File: src/rtl/stack_ctrl_pkg.sv
// Shared definitions for the call/return and data stack controller:
// request op encodings and controller FSM states.
package stack_ctrl_pkg;

    localparam logic [1:0] OP_PUSH = 2'b00;
    localparam logic [1:0] OP_POP  = 2'b01;
    localparam logic [1:0] OP_CALL = 2'b10;
    localparam logic [1:0] OP_RET  = 2'b11;

    typedef enum logic [1:0] {
        S_IDLE = 2'd0,
        S_READ = 2'd1,
        S_RESP = 2'd2
    } state_e;

    // PUSH and CALL both store an entry; POP and RET both remove one.
    function automatic logic is_write_op(input logic [1:0] op);
        return (op == OP_PUSH) || (op == OP_CALL);
    endfunction

endpackage

File: src/rtl/stack_mem.sv
// Stack storage: DEPTH x DATA_W array with one synchronous write port and one
// registered read port. Contents are intentionally not reset.
module stack_mem #(
    parameter int DEPTH  = 16,
    parameter int DATA_W = 32,
    parameter int AW     = $clog2(DEPTH)
) (
    input  logic              clk,
    input  logic              we,
    input  logic [AW-1:0]     waddr,
    input  logic [DATA_W-1:0] wdata,
    input  logic              re,
    input  logic [AW-1:0]     raddr,
    output logic [DATA_W-1:0] rdata
);

    logic [DATA_W-1:0] mem_q [DEPTH];
    logic [DATA_W-1:0] rdata_q;

    always_ff @(posedge clk) begin
        if (we) begin
            mem_q[waddr] <= wdata;
        end
        if (re) begin
            rdata_q <= mem_q[raddr];
        end
    end

    assign rdata = rdata_q;

endmodule

File: src/rtl/stack_ctrl.sv
// Call/return and data stack sequencing controller: owns the stack pointer and
// storage, answers each request with a one-cycle response pulse.
// Optional high-water output enabled by defining STACK_CTRL_WATERMARK_EN.
module stack_ctrl
    import stack_ctrl_pkg::*;
#(
    parameter int DEPTH  = 16,
    parameter int DATA_W = 32,
    parameter int CNT_W  = $clog2(DEPTH) + 1
) (
    input  logic              clk,
    input  logic              reset,
    input  logic              flush,
    input  logic              req_valid,
    output logic              req_ready,
    input  logic [1:0]        req_op,
    input  logic [DATA_W-1:0] req_data,
    output logic              resp_valid,
    output logic [1:0]        resp_op,
    output logic [DATA_W-1:0] resp_data,
    output logic              resp_err,
    output logic [CNT_W-1:0]  count,
    output logic              empty,
    output logic              full,
    output logic              ovf_sticky,
    output logic              udf_sticky
`ifdef STACK_CTRL_WATERMARK_EN
    ,
    output logic [CNT_W-1:0]  high_water
`endif
);

    localparam int AW = CNT_W - 1;

    state_e            state_q, state_d;
    logic [CNT_W-1:0]  count_q, count_d;
    logic [1:0]        resp_op_q, resp_op_d;
    logic [DATA_W-1:0] resp_data_q, resp_data_d;
    logic              resp_err_q, resp_err_d;
    logic              ovf_q, ovf_d;
    logic              udf_q, udf_d;

    logic              accept;
    logic [CNT_W-1:0]  count_m1;
    logic              mem_we;
    logic              mem_re;
    logic [DATA_W-1:0] mem_rdata;

    assign empty     = (count_q == '0);
    assign full      = (count_q == CNT_W'(DEPTH));
    assign req_ready = (state_q == S_IDLE) && !flush;
    assign accept    = req_valid && req_ready;
    assign count_m1  = count_q - 1'b1;

    stack_mem #(
        .DEPTH  (DEPTH),
        .DATA_W (DATA_W),
        .AW     (AW)
    ) u_mem (
        .clk   (clk),
        .we    (mem_we),
        .waddr (count_q[AW-1:0]),
        .wdata (req_data),
        .re    (mem_re),
        .raddr (count_m1[AW-1:0]),
        .rdata (mem_rdata)
    );

    always_comb begin
        state_d     = state_q;
        count_d     = count_q;
        resp_op_d   = resp_op_q;
        resp_data_d = resp_data_q;
        resp_err_d  = resp_err_q;
        ovf_d       = ovf_q;
        udf_d       = udf_q;
        mem_we      = 1'b0;
        mem_re      = 1'b0;

        case (state_q)
            S_IDLE: begin
                if (accept) begin
                    resp_op_d = req_op;
                    state_d   = S_RESP;
                    if (is_write_op(req_op)) begin
                        resp_data_d = '0;
                        if (full) begin
                            resp_err_d = 1'b1;
                            ovf_d      = 1'b1;
                        end else begin
                            resp_err_d = 1'b0;
                            mem_we     = 1'b1;
                            count_d    = count_q + 1'b1;
                        end
                    end else if (empty) begin
                        resp_data_d = '0;
                        resp_err_d  = 1'b1;
                        udf_d       = 1'b1;
                    end else begin
                        // Entry arrives from the registered read port one cycle later.
                        resp_err_d = 1'b0;
                        mem_re     = 1'b1;
                        count_d    = count_m1;
                        state_d    = S_READ;
                    end
                end
            end
            S_READ: begin
                resp_data_d = mem_rdata;
                state_d     = S_RESP;
            end
            S_RESP: begin
                state_d = S_IDLE;
            end
            default: begin
                state_d = S_IDLE;
            end
        endcase

        if (flush || reset) begin
            state_d = S_IDLE;
            count_d = '0;
            ovf_d   = 1'b0;
            udf_d   = 1'b0;
            mem_we  = 1'b0;
            mem_re  = 1'b0;
        end
    end

    always_ff @(posedge clk) begin
        if (reset) begin
            state_q     <= S_IDLE;
            count_q     <= '0;
            resp_op_q   <= '0;
            resp_data_q <= '0;
            resp_err_q  <= 1'b0;
            ovf_q       <= 1'b0;
            udf_q       <= 1'b0;
        end else begin
            state_q     <= state_d;
            count_q     <= count_d;
            resp_op_q   <= resp_op_d;
            resp_data_q <= resp_data_d;
            resp_err_q  <= resp_err_d;
            ovf_q       <= ovf_d;
            udf_q       <= udf_d;
        end
    end

    // A flush landing on the response cycle suppresses the pulse.
    assign resp_valid = (state_q == S_RESP) && !flush;
    assign resp_op    = resp_op_q;
    assign resp_data  = resp_data_q;
    assign resp_err   = resp_err_q;
    assign count      = count_q;
    assign ovf_sticky = ovf_q;
    assign udf_sticky = udf_q;

`ifdef STACK_CTRL_WATERMARK_EN
    logic [CNT_W-1:0] hw_q, hw_d;

    always_comb begin
        hw_d = hw_q;
        if (flush || reset) begin
            hw_d = '0;
        end else if (count_d > hw_q) begin
            hw_d = count_d;
        end
    end

    always_ff @(posedge clk) begin
        if (reset) begin
            hw_q <= '0;
        end else begin
            hw_q <= hw_d;
        end
    end

    assign high_water = hw_q;
`endif

endmodule

File: config.mk
export PLATFORM = sky130hd
export DESIGN_NAME = stack_ctrl
export DESIGN_NICKNAME = d
export VERILOG_FILES = /design/src/rtl/stack_ctrl_pkg.sv /design/src/rtl/stack_mem.sv /design/src/rtl/stack_ctrl.sv
export SDC_FILE = /design/constraint.sdc
export NUM_CORES = 1
export LEC_CHECK = 0
export ABC_AREA = 1
export CAP_MARGIN = 20
export CORE_UTILIZATION = 45
export DETAILED_ROUTE_END_ITERATION = 6
export GPL_ROUTABILITY_DRIVEN = 0
export GPL_TIMING_DRIVEN = 0
export SLEW_MARGIN = 30
export SYNTH_ARGS = -nofsm -noshare
export SYNTH_HDL_FRONTEND = slang
export SYNTH_SLANG_ARGS = --single-unit
File: constraint.sdc
create_clock -name clk -period 13.7 [get_ports clk]
set_input_delay 2.74 -clock clk [delete_from_list [all_inputs] [get_ports clk]]
set_output_delay 2.74 -clock clk [all_outputs]
set_load 0.02 [all_outputs]
==> key figures, run 1 <==
Clock tree
  • Hold_buf cts: 0
  • # clock sinks: 588
  • Worst-Skew Late Latency: 0.63 ns
  • Clock Pin Slew Worst Setup and Hold Paths: 0.06 ns
  • Root Buffer: clkbuf_16
  • Post-CTS Setup Bufs: 0
  • Clock Path Buffers: 3
  • H-tree depth: 2
  • CTS tree: yes
  • Num CTS Buffers: 59
  • Post-CTS resize count: 0

Synthesis
  • Count of state elements after synthesis: 588
  • Number of synthesized flops with an enable pin: 544
  • Post-synthesis sequential area ratio: 74.38%
  • Synth top area share: 70.57%
  • Unique masters post-synth: 30
  • Main synth FF type: edfxtp_1
  • Mapped Nets: 1866
  • Synth top area cells: edfxtp_1 71%, nor2_1 5.2%, o21ai_0 4.2%
  • Synth warnings: 0
  • Cells after Synth: 1824
  • Largest area contributor in the netlist: edfxtp_1
  • Syn Area/Cell: 12.69 sq um
  • Post-synthesis async set-or-reset flop share: 0%
  • Synthesized area: 23150 sq um

Power and ir drop
  • Tot Pwr: 3.733 mW
  • P per Cell Area: 135.3 nW/um^2
  • VDD IR max: 0.09057 mV
  • LEAKAGE: 9.104 nW

Routing
  • Per-cell routed wire length: 24.68 microns
  • Post-route antenna net violation count: 0
  • Residual DRC count: 0
  • TritonRoute pass-1 iters: 6
  • DR iter-0 viols: 1789
  • Via count: 15490
  • Drt via density: 5.681
  • Final wirelength: 67.29 mm

Final layout
  • Final nets: 2049
  • Most frequent cells in the layout: 544 x edfxtp_1, 303 x nor2_1, 192 x o21ai_0
  • Layout cell share with drive strength beyond 1: 10.12%
  • Area growth, synth to finish: 19.18%
  • Commonest non-fill, non-tap cell in the layout: edfxtp_1
  • ANT cells: 0

Die
  • Die Y-Extent: 228.8 microns
  • Initial Util: 45.86%
  • Die width: 228.8 microns
  • Die area: 52350 sq um
  • Total core area: 50480 sq um
  • I/O pin count: 84
  • # rows: 82

Global routing
  • Total track usage: 25.70%
  • Total grt overflow: 0
  • Initial antenna violation count: 1
  • Global-route wire length before repair: 97.95 mm
  • Largest net degree at the start of global routing: 19
  • Vias in the first global route: 14950

Worst setup path
  • Crit Path Max Fanout: 5
  • CP endpoint kind: output pin
  • Setup crit start kind: input pin
  • CP Class: input pin to output pin
  • Crit path DAT: 4.12 ns
  • Req. time, crit path: 10.96 ns

Timing
  • Final Hold Vio Count: 0
  • FMAX: 0.1458 GHz
  • RSZ-0062 raised after global routing: no
  • Final Skew: 0.01361 ns
  • Min Tclk post-route: 6.857 ns
  • Final setup vio count: 0
  • Slew Viols, Final: 0
  • Max-slew headroom: 35.92%
  • Slew @ Worst Pin: 0.9612 ns
  • Final period util: 50.05%
  • Setup Total Neg Slack: 0 ns

Placed design
  • DP HPWL: 44.17 mm
  • Port Buffers: 81

Hold path
  • Hold WC Path Type: register to register

Outcome
  • Status: finished clean

Run
  • Max Cap Viol: 0
power breakdown:
group	switching, mW	internal [mW]	total, mW	leakage (nW)
combinational	0.158	0.0599	0.218	2.98
sequential	0.00192	1.97	1.97	5.25
clock	0.667	0.878	1.54	0.883
total	0.827	2.91	3.73	9.10
flip-flops by register name, summed over array words and instances (netlist names):
register and cells:
udf_sticky 1, resp_data 32, state_q 2, u_mem.rdata 32, resp_err 1, u_mem.mem_q 512, ovf_sticky 1, resp_op 2
count 5
synth_stat cells (all sizes together), types with 3 or more instances:
| cell | n |
|---|---|
| buf | 71 |
| clkinv | 3 |
| o21ai | 229 |
| nor2 | 319 |
| nand2 | 133 |
| a21oi | 69 |
| dfxtp | 44 |
| inv | 79 |
| clkbuf | 50 |
| edfxtp | 544 |
| nand4 | 5 |
| o211ai | 128 |
| nor3 | 5 |
| ha | 4 |
| nand3 | 136 |
logic make-up after synthesis:
logic type,synth area share (%)
and+or+nand+nor,10.82
buffers and inverters,3.903
DFF,74.38
xor gates and xnor gates,0.03784
adders and majority gates,0.2162
AOI/OAI and AO/OA,10.65
per-stage QoR:
stage | hold slack (ns) | util [%] | setup slack, ns | std cells | instance area (sq um)
floorplan | 0.5213 | - | 6.914 | 1824 | 23150
global placement | 0.4468 | 49.13 | 2.534 | 2577 | 24800
detailed placement | 0.4514 | 51.01 | 6.852 | 2618 | 25750
CTS | 0.4611 | 54.65 | 6.847 | 2727 | 27590
global route | 0.4841 | 54.65 | 6.773 | 2727 | 27590
finish | 0.4577 | 54.65 | 6.843 | 2727 | 27590
layer usage:
layer / vias to the layer above / global-route usage, % / routed length (microns)
met2: 817 / 40.27 / 30910
met1: 7537 / 35.46 / 27370
met3: 137 / 4.653 / 6368
li1: 7001 / - / -
met5: - / 0 / 0
met4: 0 / 10.63 / 2639
critical path, stage by stage:
cell,delay (ns)
clkdlybuf4s50_1,0.54
nor3_1,0.22
clkdlybuf4s50_1,0.62
area by class of cell:
| cell class | count | area [sq um] |
|---|---|---|
| Fill cell | 4190 | 22890 |
| Multi-Input combinational cell | 1033 | 5151 |
| Clock inverter | 23 | 166.4 |
| Sequential cell | 588 | 17220 |
| Clock buffer | 86 | 1670 |
| Tap cell | 672 | 840.8 |
| Timing Repair Buffer | 122 | 1639 |
| Buffer | 121 | 585.6 |
| Inverter | 82 | 317.8 |
final timing paths:
path | start | to | slack, ns | cells past startpoint
max | flush | resp_valid | 6.84 | 3
min | resp_data[24] | resp_data[24] | 0.46 | 2
max reg2reg | count[0] | u_mem.rdata[10] | 9.93 | 14
min reg2reg | resp_data[24] | resp_data[24] | 0.46 | 2
(Power assumes the default switching activity.)
==> inputs of run 2 (changes only) <==
clock period = 5.6 ns   (was 13.7 ns; I/O delays follow)
==> results of run 2 <==
Same layout as run 1 (identical final DEF). Status: finished clean.
Main changes from that run: setup slack after placement 6.852 ns -> 1.728 ns; setup slack after layout 6.843 ns -> 1.042 ns; start point of the critical path flush -> count[0]; end point of the critical path resp_valid -> full; register-to-register setup slack 9.93 ns -> 1.83 ns; total power 3.733 mW -> 9.132 mW; worst IR drop on VDD 0.09057 mV -> 0.2216 mV
==> inputs of run 3 (changes only) <==
clock period = 3.8 ns   (was 5.6 ns; I/O delays follow)
==> run 3 against run 2 <==
Compared with the run above: utilization is 0.13 points lower; sequential cell count is the same; combinational power grew 48%; largest cell class unchanged.
==> key figures, run 3 (synthesized netlist as in run 1, its figures left out) <==
Outcome
  • Status: finished clean

Placed design
  • Port Buffers: 81 (unchanged)
  • DP HPWL: 43.90 mm (-0.60%)
  • Placement Cell Area: 25690 sq um (-0.25%)

Final layout
  • Most frequent cells in the layout: 544 x edfxtp_1, 303 x nor2_1, 192 x o21ai_0
  • Final nets: 2038 (-0.54%)
  • Post-layout instance area: 27520 sq um (-0.24%)
  • Area growth, synth to finish: 18.90%
  • Commonest non-fill, non-tap cell in the layout: edfxtp_1
  • Biggest register: u_mem.mem_q
  • ANT cells: 0 (unchanged)
  • Layout cell share with drive strength beyond 1: 9.976% (-0.15 points)
  • Max reg flops: 512 (unchanged)

Routing
  • Drt via density: 5.734 (+0.93%)
  • Via count: 15580 (+0.56%)
  • Final wirelength: 67.15 mm (-0.21%)
  • TritonRoute pass-1 iters: 5 (-1)
  • DR iter-0 viols: 1772 (-0.95%)
  • Post-route antenna net violation count: 0 (unchanged)
  • Residual DRC count: 0 (unchanged)
  • Per-cell routed wire length: 24.71 microns (+0.15%)

Worst setup path
  • R2R Path Start: count[0]
  • Crit Path Max Fanout: 29
  • Crit path DAT: 2.95 ns
  • Req. time, crit path: 3.04 ns
  • CP Class: register to output pin
  • CP endpoint kind: output pin
  • Critical path origin: count[0]
  • Setup crit start kind: register

Timing
  • Max-slew headroom: 36.78% (+0.86 points)
  • Final setup vio count: 0 (unchanged)
  • Setup Total Neg Slack: 0 ns (unchanged)
  • FMAX: 0.2696 GHz
  • Slew Viols, Final: 0 (unchanged)
  • RSZ-0062 raised after global routing: no
  • Final Hold Vio Count: 0 (unchanged)
  • Slew @ Worst Pin: 0.9483 ns (-0.01284 ns)
  • Min Tclk post-route: 3.709 ns
  • Final Skew: 0.009858 ns (-0.003749 ns)
  • Final period util: 97.60%

Hold path
  • Hold WC Path Type: register to register
  • HP Start: resp_data[6]

Global routing
  • Largest net degree at the start of global routing: 30 (+11)
  • Global-route wire length before repair: 97.41 mm (-0.55%)
  • Initial antenna violation count: 0 (-1)
  • Vias in the first global route: 14600 (-2.4%)
  • Total grt overflow: 0 (unchanged)
  • Total track usage: 25.56% (-0.14 points)

Die
  • Die area: 52350 sq um (unchanged)
  • Die Y-Extent: 228.8 microns (unchanged)
  • Initial Util: 45.86% (unchanged)
  • Die width: 228.8 microns (unchanged)
  • Total core area: 50480 sq um (unchanged)
  • # rows: 82 (unchanged)
  • I/O pin count: 84 (unchanged)

Clock tree
  • Post-CTS Setup Bufs: 0 (unchanged)
  • # clock sinks: 588 (unchanged)
  • Clock Path Buffers: 3 (unchanged)
  • Clock Pin Slew Worst Setup and Hold Paths: 0.06 ns (about the same)
  • Root Buffer: clkbuf_16
  • Worst-Skew Late Latency: 0.63 ns (about the same)
  • Num CTS Buffers: 59 (unchanged)
  • H-tree depth: 2 (unchanged)
  • CTS tree: yes

Power and ir drop
  • VDD IR max: 0.3490 mV
  • LEAKAGE: 9.052 nW (-0.56%)
  • P per Cell Area: 490.4 nW/um^2

Run
  • Max Cap Viol: 0 (unchanged)
-- run 3: changes by cell type in the layout (fill, tap and decap cells not counted), moves of 2 or more --
cell | previous run | this run
buf_4 | 15 | 12
buf_16 | 26 | 24
buf_2 | 53 | 44
clkbuf_8 | 5 | 3
buf_6 | 5 | 8
clkbuf_1 | 70 | 65
clkinv_2 | 2 | 9
-- run 3: worst max-delay path: stages, from the launching register on --
cell             delay [ns]
dfxtp_1                0.37
buf_6                  0.18
clkinv_4               0.15
buf_8                  0.26
ha_2                   0.31
nand3_1                0.17
inv_1                  0.22
clkdlybuf4s50_1        0.64
-- run 3: through the flow --
stage / total power, mW / hold slack [ns] / cells / worst slack (ns) / util [%]
6_report: 13.50 / 0.4567 / 2717 / 0.09128 / 54.52
5_1_grt: 13.82 / 0.4805 / 2717 / 0.01183 / 54.52
4_1_cts: 13.52 / 0.4615 / 2717 / 0.05964 / 54.52
3_5_place_dp: 8.021 / 0.4520 / 2609 / 0.05057 / 50.88
3_3_place_gp: 8.000 / 0.4468 / 2577 / -2.166 / 49.17
2_1_floorplan: 7.631 / 0.5213 / 1824 / -0.01241 / -
-- run 3: cell type report --
cell class	instances	area, sq um
repair buffers	113	1559
well taps	672	840.8
inverters	82	317.8
plain buffers	119	576.8
flip-flops and latches	588	17220
clock inverters	32	239.0
multi-input cells	1033	5174
fillers	4156	22960
clock buffers	78	1599
-- run 3: repair_timing --
action,4_1_cts,5_1_grt
cloned,0,0
hold endpoints to repair,0,0
resized for setup,2,1
endpoints found under the setup margin,2,2
hold buffers,0,0
pin swaps,0,0
-- run 3: final timing paths --
path                endpoint  slack, ns  cells after the start
max                    empty       0.09                      7
min             resp_data[6]       0.46                      2
max reg2reg  u_mem.rdata[27]       0.44                     12
min reg2reg     resp_data[6]       0.46                      2
-- run 3: per-layer routing --
metal / track usage [%] / part of all wire (%) / vias to the layer above
met3: 4.491 / 9.1 / 156
met5: 0 / 0 / -
met1: 35.71 / 41 / 7682
met2: 39.82 / 46 / 767
li1: - / - / 6973
met4: 10.23 / 3.8 / 0
-- run 3: power by group --
part	internal, mW	switching [mW]	total (mW)
Combinational	0.216	0.573	0.789
Sequential	7.10	0.00665	7.10
Clock	3.15	2.46	5.61
